[src/rtl/wallace_pkg.sv]
// Shared constants for the 4x4 Wallace-tree multiplier.
// WALLACE_INPUT_REG_EN adds an operand register stage (latency 2).
package wallace_pkg;

  localparam int unsigned N = 4;
  localparam int unsigned M = 2 * N;

`ifdef WALLACE_INPUT_REG_EN
  localparam int unsigned LATENCY = 2;
`else
  localparam int unsigned LATENCY = 1;
`endif

endpackage

[src/rtl/wallace_fa.sv]
// 1-bit full adder cell used by the reduction tree and the final ripple adder.
module wallace_fa (
  input  logic i_a,
  input  logic i_b,
  input  logic i_cin,
  output logic o_s,
  output logic o_cout
);

  assign o_s    = i_a ^ i_b ^ i_cin;
  assign o_cout = (i_a & i_b) | (i_cin & (i_a ^ i_b));

endmodule

[src/rtl/wallace_mult.sv]
// Unsigned 4x4 Wallace-tree multiplier with registered product and valid flag.
// Optional macro WALLACE_INPUT_REG_EN registers A/B/in_valid first (latency 2).
module wallace_mult
  import wallace_pkg::*;
(
  input  logic         clk,
  input  logic         rst_n,
  input  logic [N-1:0] A,
  input  logic [N-1:0] B,
  input  logic         in_valid,
  output logic [M-1:0] prod,
  output logic         out_valid
);

  logic [N-1:0] w_a;
  logic [N-1:0] w_b;
  logic         w_vld;

`ifdef WALLACE_INPUT_REG_EN
  logic [N-1:0] r_a;
  logic [N-1:0] r_b;
  logic         r_in_vld;

  always_ff @(posedge clk or negedge rst_n) begin
    if (!rst_n) begin
      r_a      <= '0;
      r_b      <= '0;
      r_in_vld <= 1'b0;
    end else begin
      r_a      <= A;
      r_b      <= B;
      r_in_vld <= in_valid;
    end
  end

  assign w_a   = r_a;
  assign w_b   = r_b;
  assign w_vld = r_in_vld;
`else
  assign w_a   = A;
  assign w_b   = B;
  assign w_vld = in_valid;
`endif

  // Partial products: w_pp[i][j] has weight i+j
  logic [N-1:0] w_pp [N];

  always_comb begin
    for (int i = 0; i < N; i++) begin
      for (int j = 0; j < N; j++) begin
        w_pp[i][j] = w_a[j] & w_b[i];
      end
    end
  end

  // Stage 1: column heights 1,2,3,4,3,2,1 -> 1,1,2,3,2,2,2
  logic w_s1_1, w_c1_1, w_s1_2, w_c1_2, w_s1_3, w_c1_3;
  logic w_s1_4, w_c1_4, w_s1_5, w_c1_5;

  assign w_s1_1 = w_pp[0][1] ^ w_pp[1][0];
  assign w_c1_1 = w_pp[0][1] & w_pp[1][0];

  wallace_fa u_s1_col2 (.i_a(w_pp[0][2]), .i_b(w_pp[1][1]), .i_cin(w_pp[2][0]),
                        .o_s(w_s1_2), .o_cout(w_c1_2));
  wallace_fa u_s1_col3 (.i_a(w_pp[0][3]), .i_b(w_pp[1][2]), .i_cin(w_pp[2][1]),
                        .o_s(w_s1_3), .o_cout(w_c1_3));
  wallace_fa u_s1_col4 (.i_a(w_pp[1][3]), .i_b(w_pp[2][2]), .i_cin(w_pp[3][1]),
                        .o_s(w_s1_4), .o_cout(w_c1_4));

  assign w_s1_5 = w_pp[2][3] ^ w_pp[3][2];
  assign w_c1_5 = w_pp[2][3] & w_pp[3][2];

  // Stage 2: every column down to at most two bits
  logic w_s2_3, w_c2_3, w_s2_4, w_c2_4, w_s2_5, w_c2_5, w_s2_6, w_c2_6;

  wallace_fa u_s2_col3 (.i_a(w_s1_3), .i_b(w_pp[3][0]), .i_cin(w_c1_2),
                        .o_s(w_s2_3), .o_cout(w_c2_3));

  assign w_s2_4 = w_s1_4 ^ w_c1_3;
  assign w_c2_4 = w_s1_4 & w_c1_3;
  assign w_s2_5 = w_s1_5 ^ w_c1_4;
  assign w_c2_5 = w_s1_5 & w_c1_4;
  assign w_s2_6 = w_pp[3][3] ^ w_c1_5;
  assign w_c2_6 = w_pp[3][3] & w_c1_5;

  // Final carry-propagate adder over the two remaining rows
  logic [M-1:0] w_row0;
  logic [M-2:0] w_row1;
  logic [M-1:0] w_carry;
  logic [M-1:0] w_sum;

  assign w_row0 = {w_c2_6, w_s2_6, w_s2_5, w_s2_4, w_s2_3, w_s1_2, w_s1_1, w_pp[0][0]};
  assign w_row1 = {w_c2_5, w_c2_4, w_c2_3, 1'b0, w_c1_1, 1'b0, 1'b0};
  assign w_carry[0] = 1'b0;

  for (genvar k = 0; k < M - 1; k++) begin : g_cpa
    wallace_fa u_fa (.i_a(w_row0[k]), .i_b(w_row1[k]), .i_cin(w_carry[k]),
                     .o_s(w_sum[k]), .o_cout(w_carry[k+1]));
  end

  // Column 7 has only the stage-2 carry plus the ripple carry; 225 max so no overflow
  assign w_sum[M-1] = w_row0[M-1] ^ w_carry[M-1];

  logic [M-1:0] r_prod;
  logic         r_out_valid;

  always_ff @(posedge clk or negedge rst_n) begin
    if (!rst_n) begin
      r_prod      <= '0;
      r_out_valid <= 1'b0;
    end else begin
      r_out_valid <= w_vld;
      if (w_vld) begin
        r_prod <= w_sum;
      end
    end
  end

  assign prod      = r_prod;
  assign out_valid = r_out_valid;

endmodule

[config.mk]
export PLATFORM = sky130hd
export DESIGN_NAME = wallace_mult
export DESIGN_NICKNAME = d
export VERILOG_FILES = /design/src/rtl/wallace_pkg.sv /design/src/rtl/wallace_fa.sv /design/src/rtl/wallace_mult.sv
export SDC_FILE = /design/constraint.sdc
export NUM_CORES = 1
export LEC_CHECK = 0
export BUFFER_PORTS_ARGS = -buffer_cell sky130_fd_sc_hd__buf_2
export CELL_PAD_IN_SITES_DETAIL_PLACEMENT = 1
export CELL_PAD_IN_SITES_GLOBAL_PLACEMENT = 1
export CORE_ASPECT_RATIO = 1.2
export CORE_MARGIN = 4
export CORE_UTILIZATION = 34
export DETAILED_ROUTE_END_ITERATION = 12
export HOLD_SLACK_MARGIN = 0.08
export PLACE_DENSITY = 0.71
export SLEW_MARGIN = 0
export SYNTH_ARGS = -nofsm -noshare
export SYNTH_HDL_FRONTEND = slang
export SYNTH_SLANG_ARGS = --single-unit
[constraint.sdc]
create_clock -name clk -period 0.8 [get_ports clk]
set_input_delay 0 -clock clk [delete_from_list [all_inputs] [get_ports clk]]
set_output_delay 0 -clock clk [all_outputs]
set_load 0.05 [all_outputs]
==> results.json, run 1 <==
{
  "status": "finished, violations left",
  "violations": "setup timing",
  "cts_buffers": 3,
  "area_growth_pct": 56.9,
  "rows": 17,
  "yosys-top-cells-area": "dfrtp_1 32%, fa_1 20%, ha_1 13%",
  "place_congestion": 0.699,
  "clock_latency_ns": 0.25,
  "power_mw": 2.01,
  "regArea_um2": 228,
  "grt_overflow": 0,
  "synth_seq_cells": 9,
  "synth.avg_cell_area_um2": 11.5,
  "path_max_fanout": 3,
  "yosys.area_share.adder_pct": 32.6,
  "synth.cell_area_um2": 699,
  "syn_inst": 61,
  "clock_path_buffers": 2,
  "portBuffers": 19,
  "reg2reg_depth": 1,
  "synth_top_cell_by_area": "dfrtp_1",
  "dpl.hpwl_mm": 1.30,
  "synth_xor_area_share_pct": 1.25,
  "start_util_pct": 36.9,
  "ant_nets": 0,
  "ys_seq_area_share_pct": 32.2,
  "gr-usage-all-layers_pct": 12.2,
  "fin_tns_setup_ns": -6.63,
  "antenna_found_initial": 0,
  "worstMarginPinSlew_ns": 0.222,
  "p_leak_nw": 0.537,
  "cap_violations": 0,
  "stdcell_count": 111,
  "synth_top_family_by_area": "adder cells",
  "max-vdd-ir-drop_mv": 0.749,
  "multiInputGateArea_um2": 498,
  "cpPeakStageDelay_ns": 0.55,
  "cts_tree": "yes",
  "hold_viol_final": 0,
  "htreeDepth": 1,
  "min_period_ns": 2.46,
  "hold_path_class": "in -> async",
  "slew_viol_final": 0,
  "drtPass1Iterations": 1,
  "synth_top_area_share_pct": 32.2,
  "grt_max_degree": 10,
  "drt-total-wl_mm": 1.48,
  "cpLargestDelayFamily": "adder cells",
  "wl_per_cell_um": 13.4,
  "die-height_um": 57.7,
  "final_nets": 118,
  "yosys.area_share.simple_pct": 11.6,
  "drcViolationCount": 0,
  "vias": 528,
  "path_common_cell": "fa_2",
  "fin_crit_sh_pct": 308,
  "finalWorstSetupSlack_ns": -1.66,
  "antenna_cells": 0,
  "ioPinCount": 20,
  "grt_pass1_vias": 593,
  "ys_types": 12,
  "cp_data_required_time_ns": 0.94,
  "synthesis.nets": 86,
  "power.density_nw_per_um2": 1830,
  "cts_setup_buffers": 0,
  "worstSetupPathType": "in -> reg",
  "placed_area_um2": 935,
  "crit_buf_inv": 3,
  "relSlewSlack_pct": 85.2,
  "drive_above_1_share_pct": 55.4,
  "cts_sinks": 9,
  "cp_num_cells": 12,
  "core-area_um2": 1890,
  "grt_pass1_wl_mm": 2.61,
  "dp.cells": 106,
  "worstPathArrival_ns": 2.60,
  "die_w_um": 49.4,
  "rsz0062_at_grt": "yes",
  "synth_compound_area_share_pct": 0.716,
  "fp.dieArea_um2": 2850,
  "worstSetupStartpointType": "input pin",
  "cts_root_buf": "clkbuf_4",
  "post-route-cell-area_um2": 1100,
  "ys.warnings.count": 0,
  "cp_slowest_cell": "fa_1",
  "post-place-ws_ns": -2.10,
  "fmax_mhz": 406,
  "fill_cells": 206,
  "crit_chain": "buf_12 -> nand2_8 -> fa_1 -> fa_1 -> inv_2 -> ha_4 -> fa_2 -> inv_2 -> fa_2 -> fa_2 -> xnor2_1 -> mux2_4",
  "drt_iter0_markers": 0,
  "synthMuxAreaShare_pct": 13.6,
  "setup_viol": 11,
  "clk_pin_slew_ns": 0.06,
  "vias_per_cell": 4.76,
  "finClkSkew_ns": 0,
  "end_kind": "flop"
}
per-stage QoR:
stage               hold WS (ns)  util [%]
detailed placement        -0.140      49.4
global route               0.139      58.0
floorplan                 -0.296         -
CTS                        0.122      56.9
finish                     0.124      58.0
global placement          -0.145      49.4
final cells by class:
cell class / instances / area share (%)
sequential: 9 / 20.8
tap: 19 / 2.17
multi-input combinational: 39 / 45.4
clock buffer: 4 / 2.39
inverter: 12 / 4.10
timing repair buffer: 28 / 25.2
path summary, 6_finish.rpt:
path / endpoint / slack (ns) / startpoint
max: prod[7] / -1.66 / B[2]
min: out_valid / 0.12 / rst_n
max reg2reg: prod[1] / 0.01 / prod[1]
min reg2reg: prod[5] / 0.53 / prod[5]
max in group asynchronous: prod[1] / 0.48 / rst_n
min in group clk: prod[0] / 0.13 / in_valid
cell usage after synthesis:
cell type and count:
fa_1 7, mux2i_1 2, inv_1 12, and2_1 8, dfrtp_1 9, ha_1 7
xnor2_1 1, nand3_1 1, nand2_1 7, o21ai_0 1, mux2_4 5, buf_6 1
logic make-up (layout without fill, tap and decap cells):
| group | after synthesis | in the layout |
|---|---|---|
| adders and majority gates | 14 | 14 |
| AOI/OAI and AO/OA | 1 | 1 |
| muxes | 7 | 7 |
| and+or+nand+nor | 16 | 16 |
| buffers and inverters | 13 | 44 |
| DFF | 9 | 9 |
| xor gates and xnor gates | 1 | 1 |
flip-flops by register name, summed over array words and instances, names as in the netlist:
signal,count
prod,8
out_valid,1
layout by cell type (no fill, tap or decap):
cell type	Yosys	layout
dfrtp_1	9	7
ha_4	0	2
fa_1	7	3
clkbuf_4	0	3
nand3_1	1	1
fa_2	0	4
nand2_2	0	2
xnor2_1	1	1
mux2_4	5	5
ha_1	7	5
o21ai_0	1	1
inv_2	0	3
and2_1	8	8
buf_12	0	2
buf_2	0	4
dfrtp_2	0	2
mux2i_1	2	2
nand2_8	0	2
buf_4	0	9
buf_6	1	11
inv_1	12	9
dlygate4sd3_1	0	1
buf_8	0	1
clkbuf_1	0	1
nand2_4	0	1
nand2_1	7	2
metal layers:
layer  part of all wire (%)  wire (µm)  up-vias  track usage (%)
li1                       -          -      249                -
met1                     37        544      260             13.1
met2                     57        838       17             23.6
met3                    5.6         83        2             1.54
met4                    1.0         15        0             5.93
met5                      0          0        -                0
power breakdown:
group / total, mW / internal, mW / switching, mW / leakage (nW)
Sequential: 0.620 / 0.552 / 0.0674 / 0.108
Combinational: 1.06 / 0.463 / 0.594 / 0.414
Clock: 0.334 / 0.191 / 0.143 / 0.0150
repair_timing:
item,4_1_cts,5_1_grt
hold endpoints to repair,9,0
pin swaps,4,2
hold buffers,1,0
gates cloned,0,0
endpoints found under the setup margin,15,15
resized for setup,33,7
(Power assumes the default switching activity.)
==> run 2, diff against run 1 <==
Settings changed: ABC_AREA set to 1, CORE_ASPECT_RATIO 1.2 to 0.9, CORE_UTILIZATION 34 to 32, SETUP_SLACK_MARGIN set to 0.05.
==> run 2 against run 1 <==
The flow still finishes with violations (setup timing). Sequential share of layout area fell by 2.4 points. Setup slack improved by 0.14 ns. Global-route usage is 6.8 points higher. Register-to-register slack hardly changed. Utilization grew 4.8 points. Combinational power is essentially flat. Largest power group unchanged. Clock skew is the same.
==> results.json, run 2 <==
{
  "status": "finished, violations left",
  "violations": "setup timing",
  "wl_per_cell_um": 16.0,
  "post-place-ws_ns": -1.96,
  "power_mw": 2.05,
  "end_kind": "flop",
  "cts_tree": "yes",
  "ys_async_sr_fraction_pct": 100,
  "ant_nets": 0,
  "area_growth_pct": 81.1,
  "drt_iter0_markers": 4,
  "cap_violations": 0,
  "synth_compound_area_share_pct": 2.01,
  "fin_crit_sh_pct": 291,
  "drive_above_1_share_pct": 51.2,
  "ys_seq_area_share_pct": 33.0,
  "vias": 703,
  "hold_path_class": "in -> reg",
  "synth_top_cell_by_area": "dfrtp_1",
  "yosys.area_share.simple_pct": 20.7,
  "drt-total-wl_mm": 2.43,
  "path_common_cell": "fa_2",
  "largest_reg_flops": 8,
  "relSlewSlack_pct": 81.8,
  "grt_overflow": 0,
  "cp_data_required_time_ns": 0.96,
  "clock_path_buffers": 2,
  "cpPeakStageDelay_ns": 0.55,
  "synthMuxAreaShare_pct": 0,
  "die-height_um": 51.8,
  "synth-edff-count": 0,
  "synth_xor_area_share_pct": 0,
  "fmax_mhz": 430,
  "cts_root_buf": "clkbuf_4",
  "crit_buf_inv": 3,
  "syn_inst": 82,
  "antenna_cells": 0,
  "fp.dieArea_um2": 2940,
  "yosysMostFrequentCell": "nand2_1",
  "synthesis.nets": 107,
  "worstSetupStartpointType": "input pin",
  "final_nets": 153,
  "worstPathArrival_ns": 2.49,
  "fill_cells": 227,
  "start_util_pct": 34.7,
  "cpLargestDelayFamily": "adder cells",
  "finClkSkew_ns": 0,
  "rows": 15,
  "cts_buffers": 3,
  "synthTopCellsByCount": "35 x nand2_1, 19 x inv_1, 9 x dfrtp_1",
  "core-area_um2": 1970,
  "grt_pass1_vias": 857,
  "power.density_nw_per_um2": 1660,
  "grt_pass1_wl_mm": 4.04,
  "reg2reg_depth": 3,
  "path_max_fanout": 3,
  "crit_chain": "buf_12 -> nand2_8 -> fa_1 -> fa_1 -> inv_2 -> ha_4 -> fa_2 -> inv_2 -> fa_2 -> fa_2 -> o21ai_2",
  "htreeDepth": 1,
  "grt_max_degree": 11,
  "ys.flop_type": "dfrtp_1",
  "drtPass1Iterations": 4,
  "vias_per_cell": 4.63,
  "layout_common_cells": "24 x nand2_1, 18 x buf_4, 16 x inv_1, 10 x buf_6",
  "antenna_found_initial": 0,
  "multiInputGateArea_um2": 487,
  "ys.warnings.count": 0,
  "finalWorstSetupSlack_ns": -1.53,
  "hold_viol_final": 0,
  "clock_latency_ns": 0.28,
  "p_leak_nw": 0.690,
  "yosys.area_share.adder_pct": 33.3,
  "endpoint": "prod[6]",
  "cts_sinks": 9,
  "rr_startpoint": "prod[3]",
  "worstSetupPathType": "in -> reg",
  "place_congestion": 0.735,
  "final_util_pct": 62.8,
  "synth_top_area_share_pct": 33.0,
  "r2r-end": "prod[3]",
  "drcViolationCount": 0,
  "ys_types": 9,
  "yosys-top-cells-area": "dfrtp_1 33%, fa_1 21%, nand2_1 19%",
  "dpl.hpwl_mm": 1.62,
  "critPathLaunch": "B[2]",
  "clk_pin_slew_ns": 0.07,
  "layout_commonest_cell": "nand2_1",
  "die_w_um": 56.7,
  "synth.avg_cell_area_um2": 8.33,
  "cp_num_cells": 11,
  "min_period_ns": 2.33,
  "rsz0062_at_grt": "yes",
  "regArea_um2": 228,
  "setup_viol": 15,
  "ioPinCount": 20,
  "worstMarginPinSlew_ns": 0.273,
  "cp_slowest_cell": "fa_1",
  "portBuffers": 19,
  "synth.cell_area_um2": 683,
  "max-vdd-ir-drop_mv": 1.41,
  "synth_top_family_by_area": "adder cells",
  "slew_viol_final": 0,
  "synth_seq_cells": 9,
  "gr-usage-all-layers_pct": 19.1,
  "rrSetupSlack_ns": 0.02
}
run 2: changes by cell type in the layout (fill, tap and decap cells not counted), moves of 3 or more:
| cell | previous run | this run |
|---|---|---|
| nand2_2 | 2 | 7 |
| mux2_4 | 5 | 0 |
| buf_8 | 1 | 4 |
| buf_4 | 9 | 18 |
| and2_1 | 8 | 0 |
| inv_1 | 9 | 16 |
| nand2_1 | 2 | 24 |
run 2: metrics by stage:
stage / std cells / hold slack, ns / setup TNS, ns / instance area (µm²)
2_1_floorplan: 82 / -0.296 / -6.58 / 746
3_3_place_gp: 136 / -0.143 / -8.32 / 947
3_5_place_dp: 136 / -0.141 / -8.67 / 947
4_1_cts: 147 / 0.0851 / -6.39 / 1150
5_1_grt: 152 / 0.125 / -6.91 / 1240
6_report: 152 / 0.101 / -6.31 / 1240
run 2: power breakdown:
group          total [mW]  switching [mW]  internal [mW]  leakage [nW]
clock               0.380           0.186          0.194        0.0150
combinational        1.09           0.604          0.484         0.565
sequential          0.587          0.0567          0.530         0.110
total                2.05           0.847           1.21         0.690
run 2: cell families (layout without fill, tap and decap cells):
group | count (synthesis) | after routing
AND/OR/NAND/NOR | 37 | 37
buffers and inverters | 20 | 65
flip-flops | 9 | 9
AO/OA/AOI/OAI | 2 | 2
adder cells (fa/ha/maj) | 14 | 14
run 2: worst min-delay path, stage by stage:
cell     delay [ns]
buf_6          0.09
buf_4          0.12
nand3_1        0.07
nand2_1        0.06
run 2: how the worst min path moves through the flow:
| stage | start | endpoint | slack [ns] | cells after the start |
|---|---|---|---|---|
| after floorplan | rst_n | out_valid | -0.30 | 0 |
| after global placement | rst_n | prod[5] | -0.14 | 1 |
| after detailed placement | rst_n | prod[7] | -0.14 | 1 |
| after CTS | in_valid | prod[5] | 0.09 | 3 |
| after global routing | in_valid | prod[1] | 0.12 | 4 |
| final | A[0] | prod[0] | 0.10 | 4 |
run 2: what timing repair did:
action,in CTS,in global routing
pin swaps,8,11
hold buffers,3,2
gates resized for setup,37,12
hold endpoints to repair,14,1
buffers inserted,4,4
setup endpoints to repair,15,17
run 2: per-layer routing:
layer	up-vias	share of wire (%)	global-route usage [%]
met4	0	2.0	8.30
met5	-	0	0
met3	9	3.4	4.71
met1	344	38	18.3
li1	330	-	-
met2	20	57	38.3
run 2: final cells by class:
cell class              instances  share of cell area (%)
clock buffers                   4                    2.12
inverters                      20                    6.07
multi-input cells              53                    39.3
flip-flops and latches          9                    18.4
well taps                      25                    2.53
repair buffers                 41                    31.5
==> run 3, diff against run 2 <==
Settings changed: BUFFER_PORTS_ARGS -buffer_cell sky130_fd_sc_hd__buf_2 to not set, CORE_MARGIN 4 to 2, CORE_UTILIZATION 32 to 43, DONT_BUFFER_PORTS set to 1, PLACE_DENSITY 0.71 to 0.74.
Clock period 0.8 ns to 2.6 ns, I/O delays scaled along.
==> run 3 against run 2 <==
Power shrank 78%. Utilization decreased by 10 points. Register-to-register slack gained 1.7 ns. Routed wire length is 47% lower. Worst hold slack lost 0.020 ns. Critical path depth rose by 2. Critical path type unchanged. Highest routed layer unchanged. Global-route usage down 2.6 points. Setup slack improved by 1.8 ns. Combinational power shrank 92%. The run now ends clean.
==> results.json, run 3 (synthesis gave the netlist of run 2 again) <==
{
  "slew_viol_final": 0,
  "p_leak_nw": 0.468,
  "worstSetupStartpointType": "input pin",
  "vias_per_cell": 4.82,
  "worstMarginPinSlew_ns": 0.481,
  "dpl.hpwl_mm": 1.04,
  "drt-total-wl_mm": 1.29,
  "place_congestion": 0.670,
  "rr_startpoint": "prod[0]",
  "finClkSkew_ns": 0,
  "area_growth_pct": 12.5,
  "hold_path_end": "prod[1]",
  "worstPathArrival_ns": 2.47,
  "rrSetupSlack_ns": 1.70,
  "layout_common_cells": "35 x nand2_1, 19 x inv_1, 9 x dfrtp_1, 7 x fa_1, 7 x ha_1",
  "grt_pass1_vias": 592,
  "post-place-ws_ns": -0.0247,
  "cts_sinks": 9,
  "hold_path_class": "in -> reg",
  "wl_per_cell_um": 12.2,
  "crit_chain": "nand2_1 -> fa_1 -> fa_1 -> inv_1 -> ha_1 -> fa_1 -> inv_1 -> fa_1 -> fa_1 -> inv_1 -> nand2_1 -> nand3_1 -> nand2_1",
  "hold_depth": 5,
  "antenna_cells": 0,
  "clk_pin_slew_ns": 0.06,
  "finalWorstSetupSlack_ns": 0.274,
  "fmax_mhz": 430,
  "worstSetupPathType": "in -> reg",
  "ioPinCount": 20,
  "drtPass1Iterations": 3,
  "end_kind": "flop",
  "antenna_found_initial": 0,
  "vias": 506,
  "drive_above_1_share_pct": 5.56,
  "cts_root_buf": "clkbuf_4",
  "cpLargestDelayFamily": "adder cells",
  "layout_commonest_cell": "nand2_1",
  "start_util_pct": 46.7,
  "fill_cells": 186,
  "cpPeakStageDelay_ns": 0.51,
  "largest_reg_flops": 8,
  "max-vdd-ir-drop_mv": 0.206,
  "grt_pass1_wl_mm": 2.33,
  "cp_slowest_cell": "fa_1",
  "grt_max_degree": 11,
  "reg2reg_depth": 2,
  "portBuffers": 0,
  "power.density_nw_per_um2": 587,
  "path_common_cell": "fa_1",
  "power_uw": 451,
  "clock_latency_ns": 0.25,
  "die_w_um": 46.0,
  "min_period_ns": 2.33,
  "drcViolationCount": 0,
  "status": "completed",
  "cts_buffers": 3,
  "fp.dieArea_um2": 1920,
  "cap_violations": 0,
  "cts_setup_buffers": 0,
  "gr-usage-all-layers_pct": 16.5,
  "drt_iter0_markers": 3,
  "min_from": "B[1]",
  "fin_crit_sh_pct": 89.5,
  "rows": 13,
  "grt_overflow": 0,
  "rsz0062_at_grt": "no",
  "ant_nets": 0,
  "htreeDepth": 1,
  "cp_data_required_time_ns": 2.75,
  "hold_viol_final": 0,
  "crit_buf_inv": 3,
  "relSlewSlack_pct": 67.9,
  "r2r-end": "prod[0]",
  "setup_viol": 0,
  "die-height_um": 41.8,
  "final_nets": 116,
  "path_max_fanout": 4,
  "clock_path_buffers": 2,
  "core-area_um2": 1460,
  "cts_tree": "yes"
}
==> run 3: worst max-delay path by stage <==
| stage | from | end | slack [ns] | cells after the start |
|---|---|---|---|---|
| 3_3_place_gp | A[3] | prod[7] | 0.05 | 13 |
| 6_report | A[3] | prod[7] | 0.27 | 13 |
| 3_5_place_dp | A[3] | prod[7] | -0.02 | 13 |
| 2_1_floorplan | A[3] | prod[7] | 0.11 | 13 |
| 4_1_cts | A[3] | prod[7] | 0.25 | 13 |
| 5_1_grt | A[3] | prod[7] | 0.12 | 13 |
==> run 3: routing by layer <==
| layer | share of wire [%] | track usage (%) |
|---|---|---|
| met5 | 0 | 0 |
| met4 | 2.3 | 8.57 |
| met3 | 7.9 | 2.61 |
| met2 | 46 | 27.2 |
| met1 | 43 | 19.8 |
==> run 3: power by group <==
group / internal, mW / leakage [nW] / switching (mW)
Clock: 0.0589 / 0.0150 / 0.0455
Sequential: 0.161 / 0.113 / 0.0960
Combinational: 0.0394 / 0.340 / 0.0501
Total: 0.259 / 0.468 / 0.192
==> run 3: timing repair <==
action                    4_1_cts  5_1_grt
hold endpoints to repair       18        0
hold buffers                    4        0
resized for setup               0        0
==> run 3: per-stage QoR <==
| stage | TNS [ns] | std cells | hold WS, ns | instance area, µm² | util (%) |
|---|---|---|---|---|---|
| finish | 0 | 105 | 0.0806 | 768 | 52.5 |
| global route | 0 | 105 | 0.101 | 768 | 52.5 |
| CTS | 0 | 105 | 0.0831 | 768 | 52.5 |
| detailed placement | -0.0268 | 97 | -0.295 | 702 | 47.9 |
| global placement | 0 | 97 | -0.295 | 702 | 47.9 |
| floorplan | 0 | 82 | -0.296 | 683 | - |
==> run 3: worst min-delay path, stage by stage <==
cell and delay, ns:
nand2_1 0.03, inv_1 0.04, ha_1 0.12, nand2_1 0.05, nand2_1 0.05
==> run 3: cell type report <==
class	count	area, µm²	share of cell area, %
multi-input cells	53	383	49.8
well taps	15	18.8	2.44
flip-flops and latches	9	225	29.3
clock buffers	4	26.3	3.42
repair buffers	4	40.0	5.21
inverters	20	75.1	9.77
